**config.mk**
```make
export PLATFORM = sky130hd
export DESIGN_NAME = mem_sync_arbiter
export DESIGN_NICKNAME = d
export VERILOG_FILES = /design/src/rtl/mem_sync_arbiter.sv
export SDC_FILE = /design/constraint.sdc
export NUM_CORES = 1
export LEC_CHECK = 0
export BUFFER_PORTS_ARGS = -buffer_cell sky130_fd_sc_hd__buf_2
export CAP_MARGIN = 40
export CORE_MARGIN = 4
export CORE_UTILIZATION = 25
export CTS_CLUSTER_DIAMETER = 30
export DETAILED_ROUTE_END_ITERATION = 8
export GPL_TIMING_DRIVEN = 0
export RECOVER_POWER = 50
export REMOVE_ABC_BUFFERS = 1
export SLEW_MARGIN = 10
export SYNTH_ARGS = -nofsm -noshare
export SYNTH_HDL_FRONTEND = slang
export SYNTH_SLANG_ARGS = --single-unit
export TNS_END_PERCENT = 10
```
**constraint.sdc**
```tcl
create_clock -name clk -period 8.6 [get_ports clk]
set_input_delay 1.29 -clock clk [delete_from_list [all_inputs] [get_ports clk]]
set_output_delay 1.29 -clock clk [all_outputs]
set_load 0.02 [all_outputs]
```
**src/rtl/mem_sync_arbiter.sv**
```systemverilog
// mem_sync_arbiter: round-robin arbiter that shares one backing-store row
// transfer engine among all per-bank row-cache sync requesters. One bank is
// granted at a time; its command is latched, issued, waited on, and answered
// with a one-cycle done pulse to that bank.
module mem_sync_arbiter #(
    parameter int BGWIDTH   = 2,
    parameter int BAWIDTH   = 2,
    parameter int ADDRWIDTH = 17,
    parameter int CHWIDTH   = 5,
    parameter int TIMEOUT   = 1024,
    localparam int BW       = BGWIDTH + BAWIDTH,
    localparam int NBANKS   = 2 ** BW
) (
    input  logic                        clk,
    input  logic                        reset_n,
    input  logic [NBANKS-1:0]           sync_req,
    input  logic [NBANKS-1:0]           sync_dir,
    input  logic [NBANKS*ADDRWIDTH-1:0] req_row,
    input  logic [NBANKS*CHWIDTH-1:0]   req_crow,
    output logic [NBANKS-1:0]           sync_done,
    output logic                        xfer_valid,
    input  logic                        xfer_ready,
    output logic [BW-1:0]               xfer_bank,
    output logic [ADDRWIDTH-1:0]        xfer_row,
    output logic [CHWIDTH-1:0]          xfer_crow,
    output logic                        xfer_dir,
    input  logic                        xfer_ack,
    output logic                        stall,
    output logic                        timeout_err,
    output logic [1:0]                  dbg_state
);

    // Wait counter is wide enough to reach TIMEOUT-1; at least one bit.
    localparam int CW = (TIMEOUT > 0) ? (($clog2(TIMEOUT + 1) > 0) ? $clog2(TIMEOUT + 1) : 1) : 1;
    localparam logic [CW-1:0] TO_LAST = (TIMEOUT > 0) ? CW'(TIMEOUT - 1) : '0;

    typedef enum logic [1:0] {
        S_IDLE  = 2'd0,
        S_ISSUE = 2'd1,
        S_WAIT  = 2'd2,
        S_DONE  = 2'd3
    } state_e;

    state_e                 state_q;
    logic [BW-1:0]          rr_q;
    logic [CW-1:0]          cnt_q;
    logic [BW-1:0]          bank_q;
    logic [ADDRWIDTH-1:0]   row_q;
    logic [CHWIDTH-1:0]     crow_q;
    logic                   dir_q;
    logic                   valid_q;
    logic [NBANKS-1:0]      done_q;
    logic                   err_q;

    logic                   pick_vld;
    logic [BW-1:0]          pick_idx;
    logic [BW-1:0]          cand;
    logic                   wait_expired;

    // Round-robin pick: nearest requester after rr_q, wrapping modulo NBANKS.
    // Scanning from the farthest distance down lets the nearest one win.
    always_comb begin
        pick_vld = 1'b0;
        pick_idx = rr_q;
        cand     = '0;
        for (int i = NBANKS; i >= 1; i--) begin
            cand = rr_q + BW'(i);
            if (sync_req[cand]) begin
                pick_vld = 1'b1;
                pick_idx = cand;
            end
        end
    end

    assign wait_expired = (TIMEOUT != 0) && (cnt_q == TO_LAST);

    // Transfer handshake: the command is offered with xfer_valid and held
    // stable until the edge where xfer_valid & xfer_ready are both high;
    // completion is a single-cycle xfer_ack that only counts in WAIT.
    // Sequencer FSM with all outputs registered.
    always_ff @(posedge clk or negedge reset_n) begin
        if (!reset_n) begin
            state_q <= S_IDLE;
            rr_q    <= '1;
            cnt_q   <= '0;
            bank_q  <= '0;
            row_q   <= '0;
            crow_q  <= '0;
            dir_q   <= 1'b0;
            valid_q <= 1'b0;
            done_q  <= '0;
            err_q   <= 1'b0;
        end else begin
            done_q <= '0;
            case (state_q)
                S_IDLE: begin
                    if (pick_vld) begin
                        bank_q  <= pick_idx;
                        row_q   <= req_row[int'(pick_idx)*ADDRWIDTH +: ADDRWIDTH];
                        crow_q  <= req_crow[int'(pick_idx)*CHWIDTH +: CHWIDTH];
                        dir_q   <= sync_dir[pick_idx];
                        valid_q <= 1'b1;
                        state_q <= S_ISSUE;
                    end
                end
                S_ISSUE: begin
                    if (xfer_ready) begin
                        valid_q <= 1'b0;
                        cnt_q   <= '0;
                        state_q <= S_WAIT;
                    end
                end
                S_WAIT: begin
                    cnt_q <= cnt_q + CW'(1);
                    if (xfer_ack) begin
                        done_q  <= {{(NBANKS-1){1'b0}}, 1'b1} << bank_q;
                        state_q <= S_DONE;
                    end else if (wait_expired) begin
                        err_q   <= 1'b1;
                        done_q  <= {{(NBANKS-1){1'b0}}, 1'b1} << bank_q;
                        state_q <= S_DONE;
                    end
                end
                S_DONE: begin
                    rr_q    <= bank_q;
                    state_q <= S_IDLE;
                end
                default: state_q <= S_IDLE;
            endcase
        end
    end

    assign stall       = (|sync_req) | (state_q != S_IDLE);
    assign sync_done   = done_q;
    assign xfer_valid  = valid_q;
    assign xfer_bank   = bank_q;
    assign xfer_row    = row_q;
    assign xfer_crow   = crow_q;
    assign xfer_dir    = dir_q;
    assign timeout_err = err_q;
    assign dbg_state   = state_q;

endmodule
```
# Yosys cells after proc, flatten, opt, wreduce, memory -nomap -nowiden
# Index checks and enable logic that the tools add are counted.
dict set report word_totals {
  elab_cells 145
  inputBits 388
  output_inout_bits 48
  regBits 62
}
dict set report classes {
  add_sub_neg 16
  n_shift 3
  n_lt_le_gt_ge 17
  n_reduce_logical 10
  n_mul 2
  bitwise_logic 2
  eq_ne 7
  muxes 78
}
# cell count
set op_table {}
lappend op_table {{272-bit by 10-bit indexed part select with 17-bit output} 1}
lappend op_table {{4-bit by 5-bit less-than comparator with 1-bit output (second input constant)} 17}
lappend op_table {{80-bit by 8-bit indexed part select with 5-bit output} 1}
lappend op_table {{1-bit binary-select mux with 4-bit select} 17}
lappend op_table {{4-bit two-way mux} 15}
lappend op_table {{16-bit two-way mux} 3}
lappend op_table {{1-bit two-way mux} 35}
lappend op_table {{4-bit adder (second input constant)} 8}
lappend op_table {{11-bit case mux with 2 select lines} 1}
lappend op_table {{4-bit by 3-bit adder with 4-bit output (second input constant)} 4}
lappend op_table {{16-bit OR reduction} 1}
lappend op_table {{1-bit by 4-bit << shifter with 16-bit output (first input constant)} 1}
lappend op_table {{11-bit by 1-bit adder with 11-bit output (second input constant)} 1}
lappend op_table {{11-bit by 10-bit == test with 1-bit output (second input constant)} 1}
lappend op_table {{11-bit two-way mux} 1}
lappend op_table {{4-bit by 5-bit multiplier with 9-bit output (second input constant)} 1}
lappend op_table {{3-bit AND reduction} 3}
lappend op_table {{4-bit by 2-bit adder with 4-bit output (second input constant)} 2}
lappend op_table {{2-bit two-way mux} 4}
lappend op_table {{2-bit case mux with 4 select lines} 1}
lappend op_table {{4-bit by 3-bit multiplier with 7-bit output (second input constant)} 1}
lappend op_table {{2-bit nonzero test} 3}
lappend op_table {{4-bit by 1-bit adder with 4-bit output (second input constant)} 1}
lappend op_table {{2-bit == test (second input constant)} 2}
lappend op_table {{8 further kinds} 10}

# Logic depth before layout (Yosys ltp)
dict set report logic_depth {
  word_depth 20
  ltp_mapped 22
  ltp_nobuf 13
}

# Worst setup path after synthesis
# No wires, ideal clock.
dict set report synth_timing {
  path_type {reg-to-reg}
  start {reg rr_q[0]}
  end {reg row_q[0] (netlist: xfer_row[0])}
  setup_ps 157
  path_buffers 8
  required_ps 8443
  path_slack_ps 3380
  arrival_ps 5063
  synth_period_minus_slack_ps 5220
  stages_incl_launch_ff 21
  path_cell_list {dfstp_2 > buf_6 > buf_6 > buf_6 > clkinv_1 > clkbuf_1 > clkbuf_1 > ha_1 > buf_4 > mux4_2 > mux4_2 > nor2_1 > nand4_2 > a311oi_4 > nor2_4 > xnor2_4 > buf_6 > buf_4 > mux2_2 > a221oi_2 > a41oi_2}
}
dict set report synth_via {
  elab_chain_len 20
  word_cells_on_any_way 81
  cone_classes {add/sub (15); mul (1); shift (1); mux (63); reduce/logical (1)}
}
# item line_no
set synth_rtl {}
lappend synth_rtl {{from (decl)} 45} ;# logic [BW-1:0] rr_q;
lappend synth_rtl {{from (signal assigned)} 125} ;# rr_q <= bank_q;
lappend synth_rtl {{4-bit adder} 67} ;# cand = rr_q + BW'(i);
lappend synth_rtl {{1-bit binary-select mux with 4-bit select} 68} ;# if (sync_req[cand]) begin
lappend synth_rtl {{1-bit two-way mux (not written as such)} 68}
lappend synth_rtl {{4-bit two-way mux (15 in series)} 68}
lappend synth_rtl {{4-bit by 5-bit multiplier with 9-bit output} 99} ;# row_q <= req_row[int'(pick_idx)*ADDRWIDTH +: ADDRWIDTH];
lappend synth_rtl {{272-bit by 10-bit indexed part select with 17-bit output} 99}
lappend synth_rtl {{to (signal assigned)} 99}
lappend synth_rtl {{to (decl)} 48} ;# logic [ADDRWIDTH-1:0] row_q;
# Parallel ways exist; a longest one is shown, timed or not. The select of a mux whose other input is x is not followed.
# A chain may end at the register's enable or synchronous reset.

# Worst setup path in the final report
dict set report layout_timing {
  start {reg rr_q[0]}
  end {reg crow_q[1] (netlist: xfer_crow[1])}
}
dict set report layout_via {
  elab_chain_len 20
  word_cells_on_any_way 81
  cone_classes {add/sub (15); mul (1); shift (1); mux (63); reduce/logical (1)}
}
# item line_no
set layout_rtl {}
lappend layout_rtl {{4-bit adder} 67}
lappend layout_rtl {{1-bit binary-select mux with 4-bit select} 68}
lappend layout_rtl {{1-bit two-way mux (not written as such)} 68}
lappend layout_rtl {{4-bit two-way mux (15 in series)} 68}
lappend layout_rtl {{4-bit by 3-bit multiplier with 7-bit output} 100} ;# crow_q <= req_crow[int'(pick_idx)*CHWIDTH +: CHWIDTH];
lappend layout_rtl {{80-bit by 8-bit indexed part select with 5-bit output} 100}
lappend layout_rtl {{to (signal assigned)} 100}
lappend layout_rtl {{to (decl)} 49} ;# logic [CHWIDTH-1:0] crow_q;
# Parallel ways exist; a longest one is shown, timed or not. The select of a mux whose other input is x is not followed.

==> flow_metrics.tcl <==
set metrics [dict create \
    clock_path_buffers 2 \
    min_path_type "reg -> reg" \
    ys_ff_latch 62 \
    die_h_um 201 \
    cap_violations 2 \
    end_kind "flip-flop" \
    critPathKind "reg -> reg" \
    fmax_ghz 0.123 \
    synth_flop_cell "dfrtp_1" \
    fin_hold_ws_ns 0.465 \
    drtIter0Drc 704 \
    hold_violations 0 \
    vias 10505 \
    root_buffer "clkbuf_16" \
    final_common_cell "buf_2" \
    synthToLayoutAreaGrowth_pct 33.0 \
    finish.instance_area_um2 12300 \
    synth-async-reset-ratio 1.00 \
    drive_above_1_share 0.429 \
    core_area_um2 36600 \
    grt_usage 0.198 \
    r2r_slack_ns 0.46 \
    rsz0062_at_grt "false" \
    insertion_delay_ns 0.36 \
    ant_nets 0 \
    synth_edf_count 0 \
    yosysWarnings 0 \
    post-dp-hpwl_um 33400 \
    die_w_um 201 \
    start_util 0.253 \
    h-tree-depth 3 \
    layout_common_cells "buf_2 (424), nand2_1 (177), mux2i_1 (120)" \
    dp_slack_ns 0.258 \
    drt_pass1_iterations 5 \
    violations "capacitance limit, slew limit" \
    io_buffers 435 \
    period_needed_ns 8.14 \
    ys_types 81 \
    antenna_found_initial 12 \
    wire_per_inst_um 22.1 \
    ys_seq_area_frac 0.168 \
    routed_wl_um 42300 \
    grt_max_degree 98 \
    synthCells 1061 \
    first_global_vias 10223 \
    place.gp.congestion 0.946 \
    drc 0 \
    final_nets 1831 \
    cts_tree "yes" \
    status "finished, violations left" \
    drv_slew 65 \
    cts_num_sinks 62 \
    maxSlewHeadroom -0.358 \
    n_fill_cell 3827 \
    netlist_area_um2 9270 \
    startpoint_type "flip-flop" \
    crit_path_max_fanout 97 \
    synth_area_per_cell_um2 8.74 \
    stdcell_count 1909 \
    viasPerCell 5.50 \
    numCtsBuffers 9 \
    worst_slack_ns 0.456 \
    num_rows 70 \
    placed_cells 1888 \
    ios 436 \
    required_ns 8.78 \
    grt_pass1_wl_um 62600 \
    worst_pin_slew_ns 2.04 \
    finalClockSkew_ns 0.0116 \
    finalCritPeriodShare 0.947 \
    setup_violations 0 \
    overflow 0 \
    clk_pin_slew_ns 0.06 \
    cp.arrival_ns 8.33 \
    dieArea_um2 40200 \
    dpl_cell_area_um2 12000 \
]
what timing repair did:
action                                  4_1_cts  5_1_grt
hold buffers                                  0        0
gates resized for setup                       0        1
setup buffers                                 0        0
endpoints found under the setup margin        0        1
flip-flops by register name, summed over array words and instances (netlist names):
register     flops
cnt_q           11
xfer_crow        5
xfer_valid       1
rr_q             4
xfer_bank        4
timeout_err      1
sync_done       16
xfer_row        17
dbg_state        2
xfer_dir         1
worst max-delay path: stages (launching register included):
cell and delay [ns]:
dfstp_4 1.05, clkinv_4 0.74, ha_2 0.93, mux4_2 0.67
mux4_2 0.58, nor2_1 0.20, nand4_2 0.16, a311oi_4 0.55
buf_8 0.23, nor2_4 0.12, xnor2_4 0.52, buf_16 0.26
buf_12 0.21, buf_12 0.21, buf_12 0.21, buf_12 0.21
mux2_2 0.36, a221oi_2 0.44, a41oi_2 0.17
Yosys cell counts (3+ instances only):
master,instances,area (µm²)
nor2_1,65,244
inv_1,13,48.8
or3_1,5,31.3
a31oi_1,3,18.8
nand3_1,9,45.0
buf_1,3,11.3
a41oi_2,23,374
nand2b_1,6,37.5
buf_2,23,115
mux2_2,49,552
dfrtp_1,58,1450
o22ai_1,30,188
and2_1,4,25.0
xor2_1,9,78.8
o21ai_0,18,90.1
clkinv_1,4,15.0
nor4_1,6,37.5
clkbuf_1,48,180
buf_6,13,146
buf_4,11,82.6
mux2i_1,120,1200
o22a_1,46,403
a221oi_1,6,52.6
and3_1,3,18.8
nor3_1,53,265
a41oi_1,3,26.3
mux2_1,8,90.1
a311oi_1,47,412
a21oi_1,19,95.1
nand2_1,177,664
xnor2_1,11,96.3
a22oi_1,47,353
a32o_1,3,30.0
a221oi_2,20,300
dfstp_2,4,105
mux4_2,30,676
ha_1,12,150
through the flow:
stage          setup TNS, ns   util
2_1_floorplan         -92.03      -
3_5_place_dp               0  0.329
5_1_grt                    0  0.337
3_3_place_gp         -222.01  0.314
6_report                   0  0.337
4_1_cts                    0  0.337
per-layer routing:
metal,vias to the layer above,track usage,share of wire
li1,4902,-,-
met4,8,0.0826,0.042
met1,4959,0.242,0.39
met3,77,0.0512,0.083
met5,-,0,0.0012
met2,559,0.332,0.48
layout make-up:
cell class              count  area, µm²  share of cell area
repair buffers            458       2650               0.215
diodes                      5       12.5             0.00101
multi-input cells         882       7140               0.579
clock inverters             6       86.3             0.00700
inverters                  18       72.6             0.00589
well taps                 468        586              0.0475
flip-flops and latches     62       1560               0.127
clock buffers              10        229              0.0186
worst paths after layout:
| check | from | endpoint | cells after the start |
|---|---|---|---|
| max in group asynchronous | reset_n | sync_done[8]$_DFF_PN0_ | 2 |
| setup reg to reg | rr_q[0]$_DFFE_PN1N_ | xfer_crow[1]$_DFFE_PN0P_ | 18 |
| min in group asynchronous | reset_n | cnt_q[10]$_DFFE_PN0P_ | 1 |
| hold / removal | timeout_err$_DFFE_PN0P_ | timeout_err$_DFFE_PN0P_ | 1 |
| hold reg to reg | timeout_err$_DFFE_PN0P_ | timeout_err$_DFFE_PN0P_ | 1 |
| setup / recovery | rr_q[0]$_DFFE_PN1N_ | xfer_crow[1]$_DFFE_PN0P_ | 18 |
kinds of logic after synthesis:
family	after synthesis	share of synthesized area
simple gates	345	0.164
compound gates	294	0.287
fa+ha+maj	12	0.0162
mux	209	0.276
xor+xnor	22	0.0236
flops	62	0.168
buf+inv	117	0.0658
Power is left out: the tool's default activity adds up to more than one toggle a clock period on the data nets, which glitch-free logic cannot reach.
